`src/rtl/pong_pkg.sv`:
```
// Shared types and constants for the position-frame scheduler.
// The frame is a header byte, a little-endian payload, then an XOR checksum.
package pong_pkg;

  localparam logic [7:0]  HDR_BYTE_DEFAULT    = 8'hA5;
  localparam int unsigned FRAME_PAYLOAD_BYTES = 4;

  localparam int unsigned IDX_W = $clog2(FRAME_PAYLOAD_BYTES);
  typedef logic [IDX_W-1:0] idx_t;
  localparam idx_t IDX_LAST = idx_t'(FRAME_PAYLOAD_BYTES - 1);

  typedef logic [8*FRAME_PAYLOAD_BYTES-1:0] pos_t;

  typedef enum logic [1:0] {
    HUNT,
    PAYLOAD,
    CSUM
  } asm_state_t;

endpackage

```
`src/rtl/pos_frame_sched_if.sv`:
```
// UART-byte input, vsync input and render-side outputs of the scheduler.
// The master side drives bytes and vsync; the slave side is the scheduler.
interface pos_frame_sched_if;

  logic [7:0]     rx_data;
  logic           rx_valid;
  logic           n_vsync;
  pong_pkg::pos_t render_pos;
  logic           pos_update;
  logic           pending;
  logic           frame_err;
  logic           frame_drop;

  modport master (
    output rx_data, rx_valid, n_vsync,
    input  render_pos, pos_update, pending, frame_err, frame_drop
  );

  modport slave (
    input  rx_data, rx_valid, n_vsync,
    output render_pos, pos_update, pending, frame_err, frame_drop
  );

endinterface

```
`src/rtl/pos_frame_asm.sv`:
```
// Frame assembler: hunts for the header, shifts in the payload, checks the XOR
// checksum and aborts a frame that goes quiet for too long.
module pos_frame_asm
  import pong_pkg::*;
#(
  parameter logic [7:0]  HDR_BYTE       = HDR_BYTE_DEFAULT,
  parameter int unsigned TIMEOUT_CYCLES = 1_000_000
) (
  input  logic       i_clk,
  input  logic       i_rst_n,
  input  logic [7:0] i_rx_data,
  input  logic       i_rx_valid,
  output pos_t       o_word,
  output logic       o_word_valid,
  output logic       o_err
);

  localparam int unsigned TW = $clog2(TIMEOUT_CYCLES);
  localparam logic [TW-1:0] TMO_LAST = TW'(TIMEOUT_CYCLES - 1);

  asm_state_t    r_state;
  idx_t          r_idx;
  pos_t          r_word;
  logic [7:0]    r_csum;
  logic [TW-1:0] r_tmo;
  logic          r_word_valid;
  logic          r_err;

  // NOTE: every register here is updated with <= so all reads within one edge
  // see the pre-edge values, regardless of statement order.
  always_ff @(posedge i_clk or negedge i_rst_n) begin
    if (!i_rst_n) begin
      r_state      <= HUNT;
      r_idx        <= '0;
      r_word       <= '0;
      r_csum       <= '0;
      r_tmo        <= '0;
      r_word_valid <= 1'b0;
      r_err        <= 1'b0;
    end else begin
      r_word_valid <= 1'b0;
      r_err        <= 1'b0;

      if (r_state == HUNT) begin
        r_tmo <= '0;
        if (i_rx_valid && (i_rx_data == HDR_BYTE)) begin
          r_state <= PAYLOAD;
          r_idx   <= '0;
          r_csum  <= '0;
        end
      end else if (!i_rx_valid) begin
        // A byte arriving in the expiry cycle takes the other branch and wins.
        if (r_tmo == TMO_LAST) begin
          r_state <= HUNT;
          r_err   <= 1'b1;
          r_tmo   <= '0;
        end else begin
          r_tmo <= r_tmo + TW'(1);
        end
      end else begin
        r_tmo <= '0;
        case (r_state)
          PAYLOAD: begin
            // Little-endian: after the last shift P0 sits in bits [7:0].
            r_word <= {i_rx_data, r_word[$bits(pos_t)-1:8]};
            r_csum <= r_csum ^ i_rx_data;
            if (r_idx == IDX_LAST) r_state <= CSUM;
            else                   r_idx   <= r_idx + 1'b1;
          end
          CSUM: begin
            r_state <= HUNT;
            if (i_rx_data == r_csum) r_word_valid <= 1'b1;
            else                     r_err        <= 1'b1;
          end
          default: r_state <= HUNT;
        endcase
      end
    end
  end

  assign o_word       = r_word;
  assign o_word_valid = r_word_valid;
  assign o_err        = r_err;

endmodule

```
`src/rtl/pos_frame_sched.sv`:
```
// Position scheduler top: keeps the latest validated word pending and commits
// it to the render side once per video frame, on the falling edge of n_vsync.
module pos_frame_sched
  import pong_pkg::*;
#(
  parameter logic [7:0]  HDR_BYTE       = HDR_BYTE_DEFAULT,
  parameter int unsigned TIMEOUT_CYCLES = 1_000_000,
  parameter pos_t        RESET_POS      = '0
) (
  input logic              i_clk,
  input logic              i_rst_n,
  pos_frame_sched_if.slave bus
);

  pos_t w_word;
  logic w_word_valid;
  logic w_err;
  logic w_vs_fall;

  logic r_vs_hist;
  pos_t r_pend_word;
  logic r_pending;
  pos_t r_render_pos;
  logic r_pos_update;
  logic r_frame_drop;

  pos_frame_asm #(
    .HDR_BYTE       (HDR_BYTE),
    .TIMEOUT_CYCLES (TIMEOUT_CYCLES)
  ) u_asm (
    .i_clk        (i_clk),
    .i_rst_n      (i_rst_n),
    .i_rx_data    (bus.rx_data),
    .i_rx_valid   (bus.rx_valid),
    .o_word       (w_word),
    .o_word_valid (w_word_valid),
    .o_err        (w_err)
  );

  assign w_vs_fall = r_vs_hist & ~bus.n_vsync;

  // NOTE: the pending word is a data register but still gets a reset value,
  // so a commit can never expose whatever the flops powered up with.
  always_ff @(posedge i_clk or negedge i_rst_n) begin
    if (!i_rst_n) begin
      r_vs_hist    <= 1'b1;
      r_pend_word  <= '0;
      r_pending    <= 1'b0;
      r_render_pos <= RESET_POS;
      r_pos_update <= 1'b0;
      r_frame_drop <= 1'b0;
    end else begin
      r_vs_hist    <= bus.n_vsync;
      r_pos_update <= 1'b0;
      r_frame_drop <= 1'b0;

      if (w_vs_fall && r_pending) begin
        r_render_pos <= r_pend_word;
        r_pos_update <= 1'b1;
        r_pending    <= 1'b0;
      end

      // Placed after the commit so a word arriving on the vsync edge stays
      // pending; it only counts as a drop if nothing was committed.
      if (w_word_valid) begin
        r_pend_word <= w_word;
        r_pending   <= 1'b1;
        if (r_pending && !w_vs_fall) r_frame_drop <= 1'b1;
      end
    end
  end

  assign bus.render_pos = r_render_pos;
  assign bus.pos_update = r_pos_update;
  assign bus.pending    = r_pending;
  assign bus.frame_err  = w_err;
  assign bus.frame_drop = r_frame_drop;

endmodule

```
`src/flat_wrapper.sv`:
```
// flat-port wrapper written by rule: the top's interface ports become plain ports
module pos_frame_sched_flat import pong_pkg::*;
#(
  parameter logic [7:0]  HDR_BYTE       = HDR_BYTE_DEFAULT,
  parameter int unsigned TIMEOUT_CYCLES = 1_000_000,
  parameter pos_t        RESET_POS      = '0
)
  (i_clk, i_rst_n, bus_rx_data, bus_rx_valid, bus_n_vsync, bus_render_pos, bus_pos_update, bus_pending, bus_frame_err, bus_frame_drop);
  pos_frame_sched_if bus_i ();
  input logic i_clk;
  input logic i_rst_n;
  input wire logic [$bits(bus_i.rx_data)-1:0] bus_rx_data;
  input wire logic [$bits(bus_i.rx_valid)-1:0] bus_rx_valid;
  input wire logic [$bits(bus_i.n_vsync)-1:0] bus_n_vsync;
  output wire logic [$bits(bus_i.render_pos)-1:0] bus_render_pos;
  output wire logic [$bits(bus_i.pos_update)-1:0] bus_pos_update;
  output wire logic [$bits(bus_i.pending)-1:0] bus_pending;
  output wire logic [$bits(bus_i.frame_err)-1:0] bus_frame_err;
  output wire logic [$bits(bus_i.frame_drop)-1:0] bus_frame_drop;
  assign bus_i.rx_data = bus_rx_data;
  assign bus_i.rx_valid = bus_rx_valid;
  assign bus_i.n_vsync = bus_n_vsync;
  assign bus_render_pos = bus_i.render_pos;
  assign bus_pos_update = bus_i.pos_update;
  assign bus_pending = bus_i.pending;
  assign bus_frame_err = bus_i.frame_err;
  assign bus_frame_drop = bus_i.frame_drop;
  pos_frame_sched #(.HDR_BYTE(HDR_BYTE), .TIMEOUT_CYCLES(TIMEOUT_CYCLES), .RESET_POS(RESET_POS)) u_core (.i_clk(i_clk), .i_rst_n(i_rst_n), .bus(bus_i));
endmodule
```
`config.mk`:
```
export PLATFORM = sky130hd
export DESIGN_NAME = pos_frame_sched_flat
export DESIGN_NICKNAME = d
export VERILOG_FILES = /design/src/rtl/pong_pkg.sv /design/src/rtl/pos_frame_sched_if.sv /design/src/rtl/pos_frame_asm.sv /design/src/rtl/pos_frame_sched.sv /design/src/flat_wrapper.sv
export SDC_FILE = /design/constraint.sdc
export NUM_CORES = 1
export LEC_CHECK = 0
export ABC_AREA = 1
export CAP_MARGIN = 20
export CORE_MARGIN = 4
export CORE_UTILIZATION = 60
export CTS_CLUSTER_DIAMETER = 50
export DETAILED_ROUTE_END_ITERATION = 10
export PLACE_DENSITY = 0.82
export SETUP_SLACK_MARGIN = 0.5
export SYNTH_ARGS = -nofsm -noshare
export SYNTH_HDL_FRONTEND = slang
export SYNTH_SLANG_ARGS = --single-unit
```
`constraint.sdc`:
```
create_clock -name i_clk -period 2.35 [get_ports i_clk]
set_input_delay 0.3525 -clock i_clk [delete_from_list [all_inputs] [get_ports i_clk]]
set_output_delay 0.3525 -clock i_clk [all_outputs]
set_load 0.05 [all_outputs]
```
; ---- Word level (Yosys, flattened, before mapping)
; Cells that the tools add are included.
[op_classes]
n_reduce_logical = 13
order_cmp = 0
eq_ne = 9
bitwise_logic = 4
div = 0
shifts = 0
mux = 32
mul = 0
n_addsub = 2
[op_table]
columns = op, n
row1 = two-way mux 20 bit, 3
row2 = two-way mux 8 bit, 4
row3 = two-way mux 2 bit, 11
row4 = "adder 20 x 1 -> 20 bit, second input constant", 1
row5 = "== test 20 bit, second input constant", 1
row6 = two-way mux 1 bit, 14
row7 = AND reduction 3 bit, 3
row8 = == test 8 bit, 1
row9 = "== test 8 bit, second input constant", 1
row10 = bitwise XOR 8 bit, 1
row11 = nonzero test 2 bit, 3
row12 = "== test 2 bit, second input constant", 2
row13 = "inequality test 4 bit, second input constant", 1
row14 = AND reduction 4 bit, 1
row15 = logical AND 1 bit, 3
row16 = nonzero test 3 bit, 1
row17 = "adder 2 x 1 -> 2 bit, second input constant", 1
row18 = "== test 2 x 1 -> 1 bit, second input constant", 1
row19 = zero test 2 bit, 1
row20 = "inequality test 2 x 1 -> 1 bit, second input constant", 1
row21 = "inequality test 2 bit, second input constant", 1
row22 = inverter 1 bit, 2
row23 = AND 1 bit, 1
row24 = zero test 1 bit, 1
[totals]
ramBits = 0
ff_bits = 134
rom_bits = 0
latchBits = 0
mem_count = 0
inputBits = 12
wordCells = 73

; ---- Logic depth before layout (Yosys ltp)
[depth]
word_depth = 6
depth_mapped = 11
ltp_nobuf = 11

; ---- By module
; Synthesis repeated with hierarchy kept, for this count alone.
[unflattened]
cells_unflattened = 662
area_unflattened_um2 = 5771.8
[by_module_without_submodules]
columns = module, area_per_inst_um2, cells_each, instances, seq_area_each_um2
row1 = pos_frame_asm, 3088.0, 373, 1, 1651.6
row2 = pos_frame_sched, 2683.8, 289, 1, 1702.9

; ---- Least setup slack after synthesis
; OpenSTA, ideal clock, no wires.
[synth_path]
path_type = flip-flop to flip-flop
start = register u_core.r_pending, in the netlist u_core.bus.pending
end = register u_core.r_render_pos[11], in the netlist u_core.bus.render_pos[11]
setup_ps = 131
path_buffers = 1
path_slack_ps = 882
required_time_ps = 2219
path_stages_with_launch = 7
t_arrival_ps = 1338
synth_period_minus_slack_ps = 1468
path_cell_list = dfrtp_1 -> inv_1 -> nor3_2 -> inv_2 -> clkbuf_1 -> nand2_1 -> o21ai_0
[synth_between]
elab_chain_len = 1
[synth_rtl]
columns = item, line_no
row1 = from (decl), pos_frame_sched.sv:22  ; logic r_pending;
row2 = from (signal assigned), pos_frame_sched.sv:48  ; r_pending <= 1'b0;
row3 = from (signal assigned), pos_frame_sched.sv:60  ; r_pending <= 1'b0;
row4 = from (signal assigned), pos_frame_sched.sv:67  ; r_pending <= 1'b1;
row5 = logical AND 1 bit, pos_frame_sched.sv:57  ; if (w_vs_fall && r_pending) begin
row6 = to (signal assigned), pos_frame_sched.sv:58  ; r_render_pos <= r_pend_word;
row7 = to (decl), pos_frame_sched.sv:23  ; pos_t r_render_pos;
; No other way between the ends.
; A chain may end at the register's enable or synchronous reset.

; ---- Worst setup path in the final report
[layout_path]
start = register u_core.r_render_pos[30], in the netlist u_core.bus.render_pos[30]
end = output port bus_render_pos[30]
[layout_lines]
columns = item, line_no
row1 = to (decl), flat_wrapper.sv:15  ; output wire logic [$bits(bus_i.render_pos)-1:0] bus_render_pos;
; No word-level cell between the ends.

==> metrics.log <==
[metrics] run status: finished, final reports clean
[metrics] iteration count of the initial detailed-routing pass: 4
[metrics] highest fanout seen on the critical path: 2
[metrics] final antenna-violating net count: 0
[metrics] number of violations of the max-capacitance limit: 0
[metrics] count of warnings emitted by yosys: 0
[metrics] Cells after Synth: 621
[metrics] largest cells by area after synthesis: sky130_fd_sc_hd__dfrtp_1, sky130_fd_sc_hd__nand2_1, sky130_fd_sc_hd__o21ai_0
[metrics] library cell used as clock root buffer: sky130_fd_sc_hd__clkbuf_8
[metrics] clock tree from TritonCTS: yes
[metrics] Final GP Congestion: 0.885
[metrics] number of buffer and inverter stages on the critical path: 1
[metrics] Total Negative Setup Slacks: 0 ps
[metrics] share of cells above drive strength 1: 9.53%
[metrics] dominant combinational cell family by area after synthesis: simple AND/OR/NAND/NOR gates
[metrics] number of remaining DRC errors: 0
[metrics] highest clock frequency the design can meet: 562 MHz
[metrics] unique cell type count in the Yosys netlist: 24
[metrics] clock buffers created by TritonCTS: 17
[metrics] Die X: 104 um
[metrics] Slew Limit Fails: 0
[metrics] post-route clock period utilization: 75.7%
[metrics] simple-gate share of the synthesized area: 20.9%
[metrics] number of antenna cells inserted: 0
[metrics] required time of the worst setup path: 2000 ps
[metrics] fraction of the yosys area taken by sequential cells: 60.1%
[metrics] GR Overflow Total: 0
[metrics] pin count of the biggest net entering global routing: 135
[metrics] area of the die: 10900 um2
[metrics] relative max-transition margin: 45.8%
[metrics] number of design-rule violations left by the first detailed-router iteration: 269
[metrics] initial antenna violation count: 0
[metrics] Worst EP arrival: 1430 ps
[metrics] detailed placer's ending HPWL: 7230 um
[metrics] adder-cell share of the synthesized area: 0.448%
[metrics] area of the mapped netlist: 5580 um2
[metrics] biggest area consumer among synthesized cells: sky130_fd_sc_hd__dfrtp_1
[metrics] Static Leakage: 3.19 nW
[metrics] core region area: 8890 um2
[metrics] startpoint type of the worst setup path: flip-flop
[metrics] signed area change from the synthesized netlist to the final layout: 19.1%
[metrics] Via-to-Cell Ratio: 5.37
[metrics] vias after detailed routing: 4244
[metrics] Max Root-Sink Buffers: 2
[metrics] worst IR drop on VDD: 0.000631 V
[metrics] aggregate global-route resource usage: 22.1%
[metrics] transition time at the pin with the least slew margin: 812 ps
[metrics] Net Count, Synth: 635
[metrics] overall die height: 104 um
[metrics] clock-pin slew of the registers on the worst-case setup and hold paths: 60 ps
[metrics] commonest cells after routing, fill and taps aside: sky130_fd_sc_hd__nand2_1, sky130_fd_sc_hd__dfrtp_1, sky130_fd_sc_hd__o21ai_0
[metrics] classification of the worst-slack hold path: in -> reg
[metrics] cell at the slowest stage of the critical path: sky130_fd_sc_hd__dlygate4sd2_1
[metrics] total design power: 6.86 mW
[metrics] clock period minus worst slack: 1780 ps
[metrics] Finish-stage setup viols: 0
[metrics] power density over cell area: 1030 nW/um2
[metrics] final core area utilization: 74.7%
[metrics] post-CTS setup buffers: 0
[metrics] clock skew: 7.63 ps
[metrics] I/O pin cnt: 48
[metrics] routed length per instance: 14.4 um
[metrics] RSZ-0062 raised after global routing: no
[metrics] fraction of post-synthesis cell area in the top cell type by area: 59.6%
[metrics] synthesis-stage register bit count: 134
[metrics] Post-Route WL: 11400 um
[metrics] first-pass GRT wire length: 19400 um
[metrics] Skew-Pair Late Insertion Delay: 520 ps
[metrics] most common cell after layout, fill and taps aside: sky130_fd_sc_hd__nand2_1
[metrics] mux cell area share after synthesis: 0%
[metrics] worst-path cell chain: dlygate4sd2_1
[metrics] delay of the slowest cell on the worst path: 540 ps
[metrics] initial cell density of the core: 62.8%
[metrics] syn_area_per_cell: 8.99 um2
[metrics] XOR/XNOR Fraction of Synth Area: 2.67%
[metrics] critical path endpoint category: primary output
[metrics] nets: 683
[metrics] family with the most delay on the worst path: buffers and inverters
[metrics] # H-tree levels: 4
[metrics] number of global-route vias before repair: 4123
[metrics] count of buffers from port buffering: 47
[metrics] CTS sink count: 134
[metrics] fraction of the mapped netlist area in compound gates: 8.79%
[metrics] Worst Setup Path Type: reg -> out
[metrics] number of endpoints with negative hold slack in the final report: 0
[metrics] number of cell rows: 34
## report_power, final
part / internal [mW] / switching [mW] / total (mW)
clock network: 1.46 / 1.05 / 2.51
logic: 0.387 / 0.918 / 1.30
registers: 2.74 / 0.307 / 3.05
total: 4.58 / 2.28 / 6.86
## final timing paths
check | start | endpoint | slack, ps | cells after the start
min | bus_n_vsync | u_core.r_vs_hist$_DFF_PN1_ | 310 | 1
max in group asynchronous | i_rst_n | u_core.u_asm.r_tmo[0]$_DFF_PN0_ | 1380 | 3
max reg2reg | u_core.u_asm.r_tmo[0]$_DFF_PN0_ | u_core.u_asm.r_state[1]$_DFFE_PN0P_ | 690 | 8
min reg2reg | u_core.bus.render_pos[24]$_DFFE_PN0P_ | u_core.bus.render_pos[24]$_DFFE_PN0P_ | 480 | 2
max | u_core.bus.render_pos[30]$_DFFE_PN0P_ | bus_render_pos[30] | 570 | 1
min in group asynchronous | i_rst_n | u_core.bus.frame_drop$_DFF_PN0_ | 480 | 3
## synthesized netlist by cell type
master	instances
sky130_fd_sc_hd__nand3_2	3
sky130_fd_sc_hd__dfstp_2	1
sky130_fd_sc_hd__buf_2	6
sky130_fd_sc_hd__nor2_4	3
sky130_fd_sc_hd__nor2_1	47
sky130_fd_sc_hd__nor3_1	11
sky130_fd_sc_hd__dfrtp_1	133
sky130_fd_sc_hd__xnor2_1	6
sky130_fd_sc_hd__ha_1	2
sky130_fd_sc_hd__nand4_4	1
sky130_fd_sc_hd__nand2_1	165
sky130_fd_sc_hd__xor2_1	11
sky130_fd_sc_hd__o21ai_0	92
sky130_fd_sc_hd__clkbuf_1	14
sky130_fd_sc_hd__inv_2	8
sky130_fd_sc_hd__inv_1	70
sky130_fd_sc_hd__nand2_2	7
sky130_fd_sc_hd__nor2_2	4
sky130_fd_sc_hd__nand4_1	4
sky130_fd_sc_hd__nor3_2	2
sky130_fd_sc_hd__buf_6	2
sky130_fd_sc_hd__o21ai_1	3
sky130_fd_sc_hd__nand3_1	23
sky130_fd_sc_hd__a21oi_1	3
## flip-flops by register name, summed over array words and instances, names as in the netlist, 2 cells and up
| register | flops |
|---|---|
| u_core.u_asm.r_idx | 2 |
| u_core.u_asm.r_state | 2 |
| u_core.u_asm.o_word | 32 |
| u_core.u_asm.r_tmo | 20 |
| u_core.bus.render_pos | 32 |
| u_core.u_asm.r_csum | 8 |
| u_core.r_pend_word | 32 |
## logic make-up (layout without fill, tap and decap cells)
family | count (synthesis) | in the layout
flops | 134 | 134
buf+inv | 100 | 161
xor+xnor | 17 | 17
simple gates | 270 | 270
fa+ha+maj | 2 | 2
compound gates | 98 | 98
## layout make-up
type | count | area [um2]
Clock inverter | 14 | 138
Sequential cell | 134 | 3350
Clock buffer | 18 | 428
Inverter | 78 | 293
Tap cell | 108 | 135
Multi-Input combinational cell | 387 | 1830
Fill cell | 603 | 2250
Timing Repair Buffer | 51 | 468
## routing by layer
metal / part of all wire [%] / GRT usage (%)
met1: 43 / 28.0
met2: 51 / 36.5
met3: 4.8 / 6.27
met4: 1.9 / 7.79
met5: 0 / 0
## through the flow
step | hold WS (ps) | std cells | setup WS, ps | instance area (um2)
after detailed placement | 467 | 757 | 382 | 6110
final | 310 | 790 | 571 | 6650
after floorplan | 56.9 | 621 | 882 | 5580
after CTS | 296 | 790 | 546 | 6650
after global routing | 297 | 790 | 529 | 6650
after global placement | 465 | 757 | 471 | 6110
## what timing repair did
action | in CTS | in global routing
setup endpoints to repair | 36 | 0
endpoints found under the hold margin | 133 | 0
gates resized for setup | 36 | 0
hold buffers | 1 | 0
Note: power is estimated with default switching activity, not from simulation.
